==> src/rtl/addn_seq_pkg.sv <==
// addn_seq_pkg: shared state type and sizing helpers for the chunked sequential adder
package addn_seq_pkg;
  typedef enum logic [1:0] {IDLE, RUN, DONE} state_t;
  function automatic int nchunk(input int width, input int chunk);
    return width / chunk;
  endfunction
  function automatic int idx_w(input int n);
    return (n > 1) ? $clog2(n) : 1;
  endfunction
endpackage

==> src/rtl/addn_chunk.sv <==
// addn_chunk: combinational CHUNK-bit ripple adder exposing the carry into its MSB
module addn_chunk #(
  parameter int CHUNK = 4
) (
  input  logic [CHUNK-1:0] a,
  input  logic [CHUNK-1:0] b,
  input  logic             ci,
  output logic [CHUNK-1:0] s,
  output logic             co,
  output logic             c_msb_in
);
  logic [CHUNK:0] c;
  assign c[0] = ci;
  for (genvar i = 0; i < CHUNK; i++) begin : g_bit
    assign s[i]   = a[i] ^ b[i] ^ c[i];
    assign c[i+1] = (a[i] & b[i]) | (c[i] & (a[i] ^ b[i]));
  end
  assign co       = c[CHUNK];
  assign c_msb_in = c[CHUNK-1];
endmodule

==> src/rtl/addn_seq.sv <==
// addn_seq: WIDTH-bit adder summing CHUNK bits per cycle behind valid/ready handshakes; OV port added when ADDN_SEQ_OVF_EN is defined
module addn_seq
  import addn_seq_pkg::*;
#(
  parameter int WIDTH = 8,
  parameter int CHUNK = 4
) (
  input  logic             CLK,
  input  logic             RST,
  input  logic             IN_VALID,
  output logic             IN_READY,
  input  logic [WIDTH-1:0] A,
  input  logic [WIDTH-1:0] B,
  input  logic             CI,
  output logic             OUT_VALID,
  input  logic             OUT_READY,
  output logic [WIDTH-1:0] S,
`ifdef ADDN_SEQ_OVF_EN
  output logic             OV,
`endif
  output logic             CO
);
  localparam int NCHUNK = nchunk(WIDTH, CHUNK);
  localparam int IW = idx_w(NCHUNK);
  if (WIDTH < 1 || CHUNK < 1 || (WIDTH % CHUNK) != 0) begin : g_bad_params
    $error("addn_seq: WIDTH must be >= 1 and a multiple of CHUNK");
  end
  state_t state, nxt;
  logic [WIDTH-1:0] a_r, b_r, acc, acc_nxt;
  logic [IW-1:0] idx;
  logic [CHUNK-1:0] s_c;
  logic carry, c_o, c_m, last;
  assign last = idx == IW'(NCHUNK - 1);
  addn_chunk #(.CHUNK(CHUNK)) u_chunk (
    .a       (a_r[int'(idx)*CHUNK +: CHUNK]),
    .b       (b_r[int'(idx)*CHUNK +: CHUNK]),
    .ci      (carry),
    .s       (s_c),
    .co      (c_o),
    .c_msb_in(c_m)
  );
  always_comb begin
    acc_nxt = acc;
    acc_nxt[int'(idx)*CHUNK +: CHUNK] = s_c;
  end
  always_comb begin
    nxt = (state == IDLE && IN_VALID) ? RUN :
          (state == RUN && last)      ? DONE :
          (state == DONE && OUT_READY) ? IDLE : state;
  end
  assign IN_READY  = (state == IDLE) && !RST;
  assign OUT_VALID = state == DONE;
  always_ff @(posedge CLK) state <= RST ? IDLE : nxt;
  always_ff @(posedge CLK) begin
    if (RST) begin
      a_r   <= '0;
      b_r   <= '0;
      acc   <= '0;
      carry <= 1'b0;
      idx   <= '0;
      S     <= '0;
      CO    <= 1'b0;
    end else if (state == IDLE && IN_VALID) begin
      a_r   <= A;
      b_r   <= B;
      carry <= CI;
      idx   <= '0;
    end else if (state == RUN) begin
      acc   <= acc_nxt;
      carry <= c_o;
      idx   <= idx + 1'b1;
      if (last) begin
        S  <= acc_nxt;
        CO <= c_o;
      end
    end
  end
`ifdef ADDN_SEQ_OVF_EN
  always_ff @(posedge CLK) begin
    if (RST) OV <= 1'b0;
    else if (state == RUN && last) OV <= c_m ^ c_o;
  end
`else
  logic unused_c_msb;
  assign unused_c_msb = c_m;
`endif
endmodule
==> config.mk <==
export PLATFORM = sky130hd
export DESIGN_NAME = addn_seq
export DESIGN_NICKNAME = d
export VERILOG_FILES = /design/src/rtl/addn_seq_pkg.sv /design/src/rtl/addn_chunk.sv /design/src/rtl/addn_seq.sv
export SDC_FILE = /design/constraint.sdc
export NUM_CORES = 1
export LEC_CHECK = 0
export ABC_AREA = 1
export CORE_ASPECT_RATIO = 1.75
export CORE_MARGIN = 5
export CORE_UTILIZATION = 55
export CTS_CLUSTER_SIZE = 24
export DETAILED_ROUTE_END_ITERATION = 6
export DONT_BUFFER_PORTS = 1
export GPL_TIMING_DRIVEN = 0
export PLACE_DENSITY = 0.73
export SYNTH_ARGS = -nofsm -noshare
export SYNTH_HDL_FRONTEND = slang
export SYNTH_SLANG_ARGS = --single-unit
export TNS_END_PERCENT = 10
==> constraint.sdc <==
create_clock -name CLK -period 3.3 [get_ports CLK]
set_clock_uncertainty 0.1 [all_clocks]
set_input_delay 0.33 -clock CLK [delete_from_list [all_inputs] [get_ports CLK]]
set_output_delay 0.33 -clock CLK [all_outputs]
set_load 0.005 [all_outputs]
==> metrics.log <==
[metrics] netlist area before placement: 1603 µm²
[metrics] most frequent cells in the layout: sky130_fd_sc_hd__nand2_1 (56), sky130_fd_sc_hd__nor2_1 (52), sky130_fd_sc_hd__dfxtp_1 (33)
[metrics] share of the clock period used by the worst path: 83.91%
[metrics] chip width: 50.81 µm
[metrics] total count of max-transition violations in the final report: 0
[metrics] clock-pin slew on the worst setup and hold paths: 60 ps
[metrics] GRT Util Overall: 16.54%
[metrics] Crit path top cell by count: sky130_fd_sc_hd__fa_1
[metrics] Leak: 0.7903 nW
[metrics] wire length of the first global-routing pass: 5.250 mm
[metrics] result of the run: complete, no violations
[metrics] syn nets: 247
[metrics] final number of setup-violating endpoints: 0
[metrics] root cell of the clock tree: sky130_fd_sc_hd__clkbuf_8
[metrics] CP Capture Type: flip-flop
[metrics] DP Cell Count: 250
[metrics] crit-path max cell delay: 450 ps
[metrics] starting density of the core: 55.99%
[metrics] count of maximum capacitance violations: 0
[metrics] clock tree from TritonCTS: yes
[metrics] number of nets in the finished design: 254
[metrics] core footprint: 2863 µm²
[metrics] Sum Neg Setup Slack: 0 ps
[metrics] commonest non-fill, non-tap cell in the layout: sky130_fd_sc_hd__nand2_1
[metrics] pwr dens: 505.3 nW/µm²
[metrics] via count: 1305
[metrics] Least-Margin Pin Slew: 480.5 ps
[metrics] hold crit path type: input port to flip-flop
[metrics] Period minus WS final: 2769 ps
[metrics] startpoint of the worst register-to-register path: idx$_SDFFE_PP0P_
[metrics] starting DRC count in detailed routing: 21
[metrics] wire length reported by the detailed router: 3.022 mm
[metrics] cell count after synthesis: 222
[metrics] post-route antenna net violation count: 0
[metrics] Peak VDD IR: 0.3934 mV
[metrics] via count of the first global-routing pass: 1250
[metrics] kind of launch point of the worst setup path: flip-flop
[metrics] critical path start-end classification: flip-flop to flip-flop
[metrics] Num CTS Buffers: 5
[metrics] data arrival at the endpoint of the critical path: 2880 ps
[metrics] Max FO, Critical Path: 10
[metrics] Die Y: 81.41 µm
[metrics] final hold vios: 0
[metrics] antenna fix cells: 0
[metrics] fraction of final layout cells sized beyond drive strength 1: 7.826%
[metrics] via density per instance: 5.058
[metrics] maximum number of pins on one net before global-route repair: 11
[metrics] beginning of the worst hold path: RST
[metrics] clock sinks: 33
[metrics] distinct cell type count after synthesis: 22
[metrics] layout-stage area growth over the synthesis result: 7.182%
[metrics] hold_buf cts: 0
[metrics] post-CTS sizing: 0
[metrics] insertion delay of the later-clocked pin in the worst-skew pair: 270 ps
[metrics] Routed WL per cell: 11.71 µm
[metrics] Max-Slew Margin vs Limit: 67.85%
[metrics] clock tree buffer depth: 2
[metrics] port buffer count: 0
[metrics] H-Tree Depth: 2
[metrics] post-CTS setup repair buffer count: 0
[metrics] number of standard cells in the final layout excluding fillers: 258
[metrics] final RePlAce weighted congestion: 0.8540
[metrics] antenna violations before repair: 0
[metrics] Total Die Area: 4136 µm²
[metrics] top achievable clock speed: 361.1 MHz
[metrics] worst setup path startpoint: idx$_SDFFE_PP0P_
[metrics] count of synthesis-stage warnings from yosys: 0
[metrics] Cell Chain, Critical Path: buf_2, buf_2, nand2_1, nand2_1, fa_1, inv_1, fa_1, inv_1, fa_1, inv_1, fa_1, nand3_1, nand2_1, nor2_1
[metrics] remaining design rule violation count: 0
[metrics] setup repair after global routing missed its margin: false
[metrics] post-detail-place hpwl: 2.311 mm
[metrics] post-synthesis area per instance: 7.220 µm²
[metrics] sequential cell area fraction in the yosys report: 41.22%
[metrics] slowest stage cell, crit path: sky130_fd_sc_hd__fa_1
[metrics] row count: 26
[metrics] Top Ports: 32
[metrics] global route total overflow: 0
[metrics] number of synthesized register bits: 33
[metrics] worst path required time: 3410 ps
[metrics] first-pass detailed-route iteration total: 4
## where the power goes
group / internal, W / switching [W] / total (W) / leakage [nW]
clock network: 0.000150 / 0.000128 / 0.000277 / 0.0395
logic: 0.0000577 / 0.0000893 / 0.000147 / 0.480
registers: 0.000428 / 0.0000158 / 0.000444 / 0.271
total: 0.000635 / 0.000233 / 0.000868 / 0.790
## cell type report
class / instances / area (µm²)
fillers: 292 / 1145
multi-input cells: 156 / 788.3
flip-flops and latches: 33 / 660.6
inverters: 23 / 87.58
clock buffers: 8 / 80.08
plain buffers: 10 / 66.31
well taps: 28 / 35.03
## final timing paths
kind	end	slack (ps)	cells after the start
worst max register to register	acc[3]$_SDFFE_PP0P_	530	14
worst min register to register	S[3]$_SDFFE_PP0P_	370	2
worst min-delay path	state[0]$_SDFFE_PP0P_	20	1
worst max-delay path	acc[3]$_SDFFE_PP0P_	530	14
## Yosys cell counts (all sizes together)
cell type / n / area (µm²)
fa: 4 / 80.08
dfxtp: 33 / 660.6
nor3: 1 / 5.000
mux2i: 4 / 40.04
clkinv: 2 / 8.750
buf: 9 / 62.55
a21oi: 6 / 30.03
nand2: 57 / 221.5
inv: 21 / 78.82
nand3b: 17 / 127.6
o21ai: 5 / 25.02
clkbuf: 1 / 3.750
nand4: 2 / 12.51
nand3: 7 / 40.04
nor2: 53 / 206.5
## metrics by stage
stage	setup WS, ps	hold slack [ps]	util, %	total power (W)	cell area [µm²]
2_1_floorplan	739.7	299.1	-	0.0005699	1603
3_3_place_gp	571.3	300.2	57.21	0.0005977	1638
3_5_place_dp	545.8	302.6	57.21	0.0006005	1638
4_1_cts	535.2	7.501	60.01	0.0008811	1718
5_1_grt	310.7	4.302	60.01	0.0009239	1718
6_report	531.1	15.71	60.01	0.0008680	1718
## critical path, delay by kind of cell (launching register included)
family | cells | cell delay (ps)
fa+ha+maj | 4 | 1340
buf+inv | 5 | 570
simple gates | 5 | 410
flops | 1 | 300
## kinds of logic after synthesis
logic type	Yosys count	share of synthesized area (%)
AND/OR/NAND/NOR	137	38.25
AO/OA/AOI/OAI	11	3.435
adder cells (fa/ha/maj)	4	4.996
flip-flops	33	41.22
multiplexers	4	2.498
buffers and inverters	33	9.600
## flip-flops by register name, indices dropped and copies added, names as in the netlist
signal / count
CO: 1
a_r: 8
state: 2
S: 8
acc: 4
b_r: 8
carry: 1
idx: 1
## routing by layer
metal / GRT usage, % / share of wire (%)
met2: 29.48 / 55
met5: 0 / 0
met3: 4.356 / 4.6
met4: 8.184 / 0.76
met1: 17.42 / 40
Power figures use the tool's default switching activity.
